### src/rtl/regdest_pkg.sv
// regdest_pkg
//   Shared definitions for the destination-register tracker:
//   destination-select encodings and the default stack-pointer /
//   link-register numbers of the MIPS register file.
package regdest_pkg;

    // Destination select encodings driven by the control unit
    localparam logic [1:0] SEL_RT = 2'd0;
    localparam logic [1:0] SEL_RD = 2'd1;
    localparam logic [1:0] SEL_SP = 2'd2;
    localparam logic [1:0] SEL_RA = 2'd3;

    // Default architectural register numbers
    localparam int SP_REG_DEFAULT = 29;
    localparam int RA_REG_DEFAULT = 31;

endpackage : regdest_pkg

### src/rtl/regdest_queue.sv
// regdest_queue
//   In-order circular buffer of pending destination registers.
//   Entries carry valid bits so that the two source lookups can be
//   compared against every outstanding destination in parallel.
// Ports:
//   clk, reset      - rising-edge clock, asynchronous active-low reset
//   push, push_data - append a destination at the tail
//   pop             - retire the head entry (caller guarantees non-empty)
//   src_a, src_b    - source registers to look up
//   head            - oldest pending destination
//   count           - occupancy, 0..PEND_DEPTH
//   match_a/match_b - per-entry hit vectors for the two lookups
module regdest_queue #(
    parameter int REG_ADDR_W = 5,
    parameter int PEND_DEPTH = 4,
    parameter int CNT_W      = $clog2(PEND_DEPTH) + 1
) (
    input  logic                  clk,
    input  logic                  reset,
    input  logic                  push,
    input  logic [REG_ADDR_W-1:0] push_data,
    input  logic                  pop,
    input  logic [REG_ADDR_W-1:0] src_a,
    input  logic [REG_ADDR_W-1:0] src_b,
    output logic [REG_ADDR_W-1:0] head,
    output logic [CNT_W-1:0]      count,
    output logic [PEND_DEPTH-1:0] match_a,
    output logic [PEND_DEPTH-1:0] match_b
);

    localparam int PTR_W = $clog2(PEND_DEPTH);

    logic [REG_ADDR_W-1:0] entries [PEND_DEPTH];
    logic [PEND_DEPTH-1:0] valid;
    logic [PTR_W-1:0]      wr_ptr;
    logic [PTR_W-1:0]      rd_ptr;

    // Pointers wrap naturally because the depth is a power of two.
    // The pop is applied before the push so that when a full queue
    // retires and issues in the same cycle (both pointers on the same
    // slot) the new entry's valid bit survives.
    always_ff @(posedge clk or negedge reset) begin
        if (!reset) begin
            for (int i = 0; i < PEND_DEPTH; i++) begin
                entries[i] <= '0;
            end
            valid  <= '0;
            wr_ptr <= '0;
            rd_ptr <= '0;
            count  <= '0;
        end else begin
            if (pop) begin
                valid[rd_ptr] <= 1'b0;
                rd_ptr        <= rd_ptr + PTR_W'(1);
            end
            if (push) begin
                entries[wr_ptr] <= push_data;
                valid[wr_ptr]   <= 1'b1;
                wr_ptr          <= wr_ptr + PTR_W'(1);
            end
            case ({push, pop})
                2'b10:   count <= count + CNT_W'(1);
                2'b01:   count <= count - CNT_W'(1);
                default: count <= count;
            endcase
        end
    end

    always_comb begin
        match_a = '0;
        match_b = '0;
        for (int i = 0; i < PEND_DEPTH; i++) begin
            match_a[i] = valid[i] && (entries[i] == src_a);
            match_b[i] = valid[i] && (entries[i] == src_b);
        end
    end

    assign head = entries[rd_ptr];

endmodule : regdest_queue

### src/rtl/regdest_tracker.sv
// regdest_tracker
//   Destination-register unit for the multicycle MIPS datapath. Picks
//   the write-back destination (rt, rd, SP or RA), registers it, keeps
//   every issued destination pending until write-back retires it, and
//   flags RAW hazards for two source lookups.
// Ports:
//   clk, reset           - rising-edge clock, asynchronous active-low reset
//   instr_rt, instr_rd   - instruction register fields
//   sel                  - destination select (rt/rd/SP/RA)
//   issue_valid/ready    - issue handshake
//   dest, dest_valid     - registered destination and one-cycle strobe
//   wb_valid, wb_addr    - write-back retire of the oldest destination
//   src_a, src_b         - source lookups
//   hazard_a, hazard_b   - lookup matches a pending destination
//   pend_count           - queue occupancy
//   err                  - sticky protocol error
module regdest_tracker
    import regdest_pkg::*;
#(
    parameter int REG_ADDR_W = 5,
    parameter int SP_REG     = SP_REG_DEFAULT,
    parameter int RA_REG     = RA_REG_DEFAULT,
    parameter int PEND_DEPTH = 4,
    parameter int CNT_W      = $clog2(PEND_DEPTH) + 1
) (
    input  logic                  clk,
    input  logic                  reset,
    input  logic [REG_ADDR_W-1:0] instr_rt,
    input  logic [REG_ADDR_W-1:0] instr_rd,
    input  logic [1:0]            sel,
    input  logic                  issue_valid,
    output logic                  issue_ready,
    output logic [REG_ADDR_W-1:0] dest,
    output logic                  dest_valid,
    input  logic                  wb_valid,
    input  logic [REG_ADDR_W-1:0] wb_addr,
    input  logic [REG_ADDR_W-1:0] src_a,
    input  logic [REG_ADDR_W-1:0] src_b,
    output logic                  hazard_a,
    output logic                  hazard_b,
    output logic [CNT_W-1:0]      pend_count,
    output logic                  err
);

    localparam logic [CNT_W-1:0] DEPTH_C = CNT_W'(PEND_DEPTH);

    logic [REG_ADDR_W-1:0] sel_dest;
    logic [REG_ADDR_W-1:0] head;
    logic [PEND_DEPTH-1:0] match_a;
    logic [PEND_DEPTH-1:0] match_b;
    logic                  issue_fire;
    logic                  pop;
    logic                  not_empty;

    always_comb begin
        sel_dest = instr_rt;
        case (sel)
            SEL_RT:  sel_dest = instr_rt;
            SEL_RD:  sel_dest = instr_rd;
            SEL_SP:  sel_dest = REG_ADDR_W'(SP_REG);
            SEL_RA:  sel_dest = REG_ADDR_W'(RA_REG);
            default: sel_dest = instr_rt;
        endcase
    end

    // A full queue may still accept an issue when a retire frees the
    // head slot in the same cycle.
    assign not_empty   = (pend_count != '0);
    assign issue_ready = (pend_count < DEPTH_C) || (wb_valid && not_empty);
    assign issue_fire  = issue_valid && issue_ready;
    assign pop         = wb_valid && not_empty;

    regdest_queue #(
        .REG_ADDR_W (REG_ADDR_W),
        .PEND_DEPTH (PEND_DEPTH),
        .CNT_W      (CNT_W)
    ) u_queue (
        .clk       (clk),
        .reset     (reset),
        .push      (issue_fire),
        .push_data (sel_dest),
        .pop       (pop),
        .src_a     (src_a),
        .src_b     (src_b),
        .head      (head),
        .count     (pend_count),
        .match_a   (match_a),
        .match_b   (match_b)
    );

    // Register $zero is never a real dependency, so it is masked here
    // even though it still occupies a queue slot for retire ordering.
    assign hazard_a = (src_a != '0) && (|match_a);
    assign hazard_b = (src_b != '0) && (|match_b);

    always_ff @(posedge clk or negedge reset) begin
        if (!reset) begin
            dest       <= '0;
            dest_valid <= 1'b0;
        end else begin
            dest_valid <= issue_fire;
            if (issue_fire) begin
                dest <= sel_dest;
            end
        end
    end

    // Error on retiring from an empty queue or out of order; sticky
    // until reset.
    always_ff @(posedge clk or negedge reset) begin
        if (!reset) begin
            err <= 1'b0;
        end else if (wb_valid && (!not_empty || (wb_addr != head))) begin
            err <= 1'b1;
        end
    end

endmodule : regdest_tracker

### config.mk
export PLATFORM = sky130hd
export DESIGN_NAME = regdest_tracker
export DESIGN_NICKNAME = d
export VERILOG_FILES = /design/src/rtl/regdest_pkg.sv /design/src/rtl/regdest_queue.sv /design/src/rtl/regdest_tracker.sv
export SDC_FILE = /design/constraint.sdc
export NUM_CORES = 1
export LEC_CHECK = 0
export CAP_MARGIN = 20
export CORE_MARGIN = 2
export CORE_UTILIZATION = 47
export DETAILED_ROUTE_END_ITERATION = 6
export PLACE_DENSITY = 0.77
export SLEW_MARGIN = 15
export SYNTH_ARGS = -nofsm -noshare
export SYNTH_HDL_FRONTEND = slang
export SYNTH_SLANG_ARGS = --single-unit
### constraint.sdc
create_clock -name clk -period 1.7 [get_ports clk]
set_input_delay 0.34 -clock clk [delete_from_list [all_inputs] [get_ports clk]]
set_output_delay 0.34 -clock clk [all_outputs]
set_load 0.005 [all_outputs]
==> results.py, run 1 <==
metrics = {
    "outcome": {
        "status": "finished with violations",
        "violations": "setup timing",
    },
    "pwr": {
        "peakVddDrop_mv": 0.733,
        "leakagePower_uw": 0.00162,
        "pwr_density_cell_nw_per_um2": 1650,
    },
    "synth": {
        "postSynthAreaPerCell_sq_um": 9.62,
        "yosys_register_bits": 38,
        "syn-instance-count": 243,
        "syn-num-nets": 284,
        "yosysUniqueCellTypes": 31,
        "syn_area_sq_um": 2340,
        "yosys_warnings": 0,
        "ys_seq_area_frac": 0.407,
    },
    "critical_path": {
        "r2r-end": "err$_DFFE_PN0P_",
        "timing.rr.start": "u_queue.entries[2]$_DFFE_PN0P_",
        "rrSetupSlack_ps": -170,
        "startpoint": "u_queue.entries[18]$_DFFE_PN0P_",
        "cpLargestDelayFamily": "simple AND/OR/NAND/NOR gates",
        "crit_path_start_kind": "register",
        "ff2ff_path_depth": 7,
        "critPathBufInv": 2,
        "critPathKind": "register to output pin",
        "required_ps": 1360,
        "crit_path_end": "hazard_a",
        "cp.arrival_ps": 1720,
        "cp.depth": 7,
        "end_kind": "output pin",
        "crit_path_cell_trace": "buf_4, xor2_1, nor4_2, nand3_1, nand4_1, o21a_1, buf_2",
        "cpPeakStageDelay_ps": 380,
        "critPathMaxFanout": 2,
        "slowest_stage": "dfrtp_1",
    },
    "clock_tree": {
        "cts_made_buffers": 5,
        "cts.sink_count": 38,
        "cts_hold_buf": 0,
        "clk_pin_slew_ps": 70,
        "clock_latency_ps": 290,
        "cts_max_level": 2,
        "cts_root_buf": "clkbuf_8",
        "cts_tree": "yes",
        "clockBufferDepth": 2,
    },
    "die": {
        "initial_core_util": 0.492,
        "design.die.area_sq_um": 5560,
        "ios": 44,
        "die_x_um": 74.5,
        "rows": 25,
        "core_area_sq_um": 4750,
        "die_h_um": 74.5,
    },
    "timing": {
        "fmax_mhz": 484,
        "period_needed_ps": 2060,
        "rsz0062_at_grt": "yes",
        "finalSetupViolCount": 3,
        "slew_headroom": 0.543,
        "worstMarginPinSlew_ps": 686,
        "clock-skew-final_ps": 4.93,
        "setup_slack_ps": -364,
        "holdWs_ps": 88.7,
        "drv_slew": 0,
        "final.period_utilization": 1.21,
        "finalHoldViolCount": 0,
    },
    "global_routing": {
        "grt_max_degree": 32,
        "use_met2": 0.432,
        "top_usage_layer": "met2",
        "grt_overflow": 0,
        "met3_usage": 0.0528,
        "grt_use_total": 0.256,
        "antenna_found_initial": 0,
        "grt_pass1_vias": 2091,
        "grtUsageMet1": 0.323,
        "grt_pass1_wl_um": 10300,
    },
    "finish": {
        "syn2layout_area_growth_pct": 47.7,
        "final_nets": 384,
        "fin_cells": 410,
        "n_antenna_cell": 0,
        "final_common_cell": "buf_4",
        "fillers": 358,
        "final_cell_mix": "buf_4, nand2_1, dfrtp_1",
        "drive_gt1_frac": 0.286,
    },
    "route": {
        "ant_nets": 0,
        "route.detailed.drc": 0,
        "drt-pass1-iter-count": 4,
        "drt-total-wl_um": 6590,
        "via_per_inst": 5.21,
        "dr_total_vias": 2136,
        "drt_iter0_markers": 126,
        "avgRoutedWirePerCell_um": 16.1,
    },
    "place": {
        "dpl.cell_count": 387,
        "hpwl_um": 4630,
        "io_buffers": 43,
        "place_congestion": 0.883,
    },
    "flow_run": {
        "maxCapViolations": 0,
    },
    "min_path": {
        "min_path_type": "input pin to asynchronous set/reset pin",
    },
}
-- through the flow --
step | setup slack [ps] | instance area, sq um | total power [uW] | TNS, ps | util
final | -364 | 3450 | 5700 | -870 | 0.727
after global routing | -448 | 3450 | 6100 | -1140 | 0.727
after CTS | -387 | 3410 | 5510 | -892 | 0.717
after detailed placement | -973 | 3180 | 4530 | -7720 | 0.669
after global placement | -988 | 3180 | 4420 | -7160 | 0.669
after floorplan | -8.47 | 2380 | 3250 | -8.47 | -
-- cells by family after synthesis --
logic type,synth area share
adders and majority gates,0.0567
and+or+nand+nor,0.148
DFF,0.407
xor gates and xnor gates,0.194
buffers and inverters,0.0407
AOI/OAI and AO/OA,0.0808
muxes,0.0728
-- worst min-delay path by stage --
| stage | startpoint | to | slack (ps) | cells past startpoint |
|---|---|---|---|---|
| floorplan | reset | dest[0]$_DFFE_PN0P_ | 40 | 0 |
| global placement | reset | u_queue.rd_ptr[1]$_DFFE_PN0N_ | 420 | 1 |
| detailed placement | reset | u_queue.valid[1]$_DFF_PN0_ | 410 | 1 |
| CTS | reset | u_queue.valid[1]$_DFF_PN0_ | 110 | 1 |
| global route | reset | u_queue.valid[0]$_DFF_PN0_ | 140 | 1 |
| finish | reset | u_queue.valid[1]$_DFF_PN0_ | 90 | 1 |
-- worst reg2reg max path, stage by stage (launching register included) --
cell and delay, ps:
dfrtp_1 400, buf_6 130, buf_6 100, mux4_2 500, xnor2_2 160, o311a_1 190
nand3_1 90, o22a_1 180
-- layout make-up --
type,count,area (sq um),area share
clock buffers,7,76.3,0.0221
inverters,8,30.0,0.00869
multi-input cells,182,1390,0.403
flip-flops and latches,38,953,0.276
well taps,67,83.8,0.0243
repair buffers,108,920,0.266
-- cells in the mapped netlist --
cell type / number / area share
xnor2_2: 1 / 0.0070
nand3_1: 9 / 0.019
xnor2_1: 16 / 0.060
xor2_1: 34 / 0.13
nand2_1: 44 / 0.071
nor2_1: 3 / 0.0048
inv_1: 7 / 0.011
inv_2: 1 / 0.0016
buf_2: 1 / 0.0021
nand4_1: 2 / 0.0053
o21ai_0: 23 / 0.049
nand2b_1: 1 / 0.0027
ha_1: 9 / 0.048
dfrtp_1: 38 / 0.41
nor4_1: 8 / 0.021
mux4_1: 2 / 0.022
o21a_1: 2 / 0.0064
buf_1: 2 / 0.0032
mux4_2: 1 / 0.0096
a21oi_1: 2 / 0.0043
mux2_2: 4 / 0.019
nor2b_1: 5 / 0.013
a211oi_1: 4 / 0.013
fa_1: 1 / 0.0086
buf_6: 1 / 0.0048
or4_1: 2 / 0.0064
o311a_1: 1 / 0.0043
o22a_1: 1 / 0.0037
clkbuf_1: 11 / 0.018
mux2i_1: 5 / 0.021
nor3_1: 2 / 0.0043
-- flip-flops by register name (all words and copies together), names as in the netlist --
signal / count
dest: 5
dest_valid: 1
err: 1
u_queue.count: 3
u_queue.entries: 20
u_queue.rd_ptr: 2
u_queue.valid: 4
u_queue.wr_ptr: 2
-- routing by layer --
layer	routed length [um]	share of wire	vias up
met4	201	0.031	0
li1	-	-	1007
met3	352	0.053	21
met1	2760	0.42	1013
met5	0	0	-
met2	3270	0.50	95
-- timing repair --
item / 4_1_cts / 5_1_grt
gates resized for setup: 35 / 8
setup endpoints to repair: 6 / 5
buffers inserted: 14 / 2
pin swaps: 15 / 10
-- report_power, final --
group / total, uW / leakage, uW / internal (uW) / switching (uW)
logic: 3380 / 0.00113 / 1870 / 1510
registers: 1740 / 0.000451 / 1330 / 414
clock network: 577 / 0.0000383 / 282 / 295
No activity file was read; power rests on OpenSTA's default activity.
==> inputs of run 2 (changes only) <==
- CELL_PAD_IN_SITES_DETAIL_PLACEMENT: not set -> 1
- CELL_PAD_IN_SITES_GLOBAL_PLACEMENT: not set -> 2
- CORE_UTILIZATION: 47 -> 29
==> run 2 against run 1 <==
Compared with the run above: the flow still finishes with violations (setup timing); worst hold slack gained 390 ps; cell count grew 11%; sequential power is essentially flat; register-to-register slack is essentially flat; critical path depth is the same; die area grew 58%; largest power group unchanged.
==> results.py, run 2 (same netlist as run 1, synthesis figures left out) <==
metrics = {
    "global_routing": {
        "grt_pass1_vias": 2326,
        "grt_overflow": 0,
        "grt_max_degree": 27,
        "antenna_found_initial": 0,
        "grt_pass1_wl_um": 12400,
        "grt_use_total": 0.188,
        "top_usage_layer": "met2",
        "use_met2": 0.332,
        "grtUsageMet1": 0.238,
        "met3_usage": 0.0217,
    },
    "clock_tree": {
        "clockBufferDepth": 2,
        "cts_max_level": 2,
        "clock_latency_ps": 290,
        "cts.sink_count": 38,
        "cts_tree": "yes",
        "clk_pin_slew_ps": 80,
        "cts_made_buffers": 5,
        "cts_root_buf": "clkbuf_8",
    },
    "route": {
        "drt-total-wl_um": 7700,
        "via_per_inst": 4.72,
        "route.detailed.drc": 0,
        "ant_nets": 0,
        "avgRoutedWirePerCell_um": 17.0,
        "drt-pass1-iter-count": 3,
        "drt_iter0_markers": 65,
        "dr_total_vias": 2141,
    },
    "pwr": {
        "clockPowerShare": 0.110,
        "combPwrFrac": 0.594,
        "p_seq_frac": 0.296,
        "leakagePower_uw": 0.00171,
        "p_int_uw": 3590,
        "p_sw_frac": 0.395,
        "power_switching_uw": 2350,
        "pwr_density_cell_nw_per_um2": 1630,
        "peakVddDrop_mv": 0.404,
    },
    "timing": {
        "clock-skew-final_ps": 5.63,
        "worstMarginPinSlew_ps": 351,
        "setup_slack_ps": -433,
        "finalSetupViolCount": 3,
        "final.period_utilization": 1.25,
        "drv_slew": 0,
        "rsz0062_at_grt": "yes",
        "period_needed_ps": 2130,
        "slew_headroom": 0.766,
        "holdWs_ps": 483,
        "fin_tns_setup_ps": -994,
        "fmax_mhz": 469,
        "finalHoldViolCount": 0,
    },
    "finish": {
        "fin_util": 0.470,
        "fillers": 893,
        "reg_top3": "u_queue.entries: 20 flops, dest: 5 flops, u_queue.valid: 4 flops",
        "drive_gt1_frac": 0.310,
        "largest_reg_flops": 20,
        "final_nets": 392,
        "final_common_cell": "buf_4",
        "final_cell_mix": "buf_4, nand2_1, dfrtp_1",
        "regMostFlops": "u_queue.entries",
        "n_antenna_cell": 0,
        "syn2layout_area_growth_pct": 56.2,
    },
    "die": {
        "core_area_sq_um": 7770,
        "die_x_um": 93.8,
        "design.die.area_sq_um": 8800,
        "ios": 44,
        "initial_core_util": 0.301,
        "rows": 32,
        "die_h_um": 93.8,
    },
    "critical_path": {
        "critPathMaxFanout": 2,
        "crit_path_start_kind": "register",
        "rrSetupSlack_ps": -180,
        "cp.arrival_ps": 1790,
        "crit_path_end": "hazard_a",
        "end_kind": "output pin",
        "timing.rr.start": "u_queue.entries[2]$_DFFE_PN0P_",
        "ff2ff_path_depth": 7,
        "startpoint": "u_queue.entries[16]$_DFFE_PN0P_",
        "critPathKind": "register to output pin",
        "r2r-end": "err$_DFFE_PN0P_",
        "required_ps": 1360,
    },
    "outcome": {
        "violations": "setup timing",
        "status": "finished with violations",
    },
    "flow_run": {
        "maxCapViolations": 0,
    },
    "place": {
        "hpwl_um": 5850,
        "place_congestion": 0.869,
        "io_buffers": 43,
    },
    "min_path": {
        "min_path_type": "input pin to asynchronous set/reset pin",
    },
}
-- run 2: changes by cell type in the layout (fill, tap and decap cells not counted), moves of 2 or more --
cell,before,now
xor2_1,33,30
dlygate4sd2_1,11,8
nor4_2,5,3
dlymetal6s2s_1,0,3
clkdlybuf4s50_1,29,26
xor2_4,0,2
nor4_4,0,2
buf_4,57,63
-- run 2: repair_timing --
action	CTS	global route
pin swaps	16	16
hold endpoints to repair	12	0
hold buffers	1	0
endpoints found under the setup margin	8	6
gates resized for setup	40	16
buffers inserted	10	8
-- run 2: final cells by class --
| type | count | area [sq um] | area share |
|---|---|---|---|
| inverter | 8 | 30.0 | 0.00822 |
| clock inverter | 1 | 5.00 | 0.00137 |
| timing repair buffer | 116 | 1000 | 0.274 |
| multi-input combinational | 182 | 1450 | 0.397 |
| tap | 102 | 128 | 0.0349 |
| clock buffer | 7 | 86.3 | 0.0236 |
| sequential | 38 | 952 | 0.261 |
-- run 2: worst max-delay path, cell delays in order (launching register included) --
cell     delay [ps]
dfrtp_1         410
buf_6           130
xor2_1          130
nor4_1          320
nand3_1         170
nand4_1         100
o21a_1          130
buf_2           110
-- run 2: layer usage --
| metal | share of wire | wire, um |
|---|---|---|
| met5 | 0 | 0 |
| met4 | 0.022 | 172 |
| met3 | 0.030 | 232 |
| met2 | 0.51 | 3900 |
| met1 | 0.44 | 3400 |
-- run 2: power groups by stage --
stage	Combinational, uW	Sequential (uW)	Clock, uW
floorplan	1530	1720	0
global placement	2810	1790	0
detailed placement	2920	1800	0
CTS	3340	1740	667
global route	3850	1800	718
finish	3530	1760	655
-- run 2: worst min-delay path by stage --
| stage | cells past startpoint | start | to | slack (ps) |
|---|---|---|---|---|
| after floorplan | 0 | reset | dest[0]$_DFFE_PN0P_ | 40 |
| after global placement | 1 | reset | u_queue.rd_ptr[1]$_DFFE_PN0N_ | 260 |
| after detailed placement | 1 | reset | u_queue.rd_ptr[1]$_DFFE_PN0N_ | 270 |
| after CTS | 2 | reset | u_queue.entries[0]$_DFFE_PN0P_ | 490 |
| after global routing | 2 | reset | u_queue.count[0]$_DFFE_PN0P_ | 510 |
| final | 2 | reset | err$_DFFE_PN0P_ | 480 |
-- run 2: metrics by stage --
stage | instances | power, uW | instance area, sq um | setup slack, ps
after floorplan | 243 | 3250 | 2380 | -8.47
after global placement | 429 | 4600 | 3290 | -1070
after detailed placement | 429 | 4720 | 3290 | -1200
after CTS | 447 | 5740 | 3540 | -424
after global routing | 454 | 6370 | 3650 | -474
final | 454 | 5940 | 3650 | -433
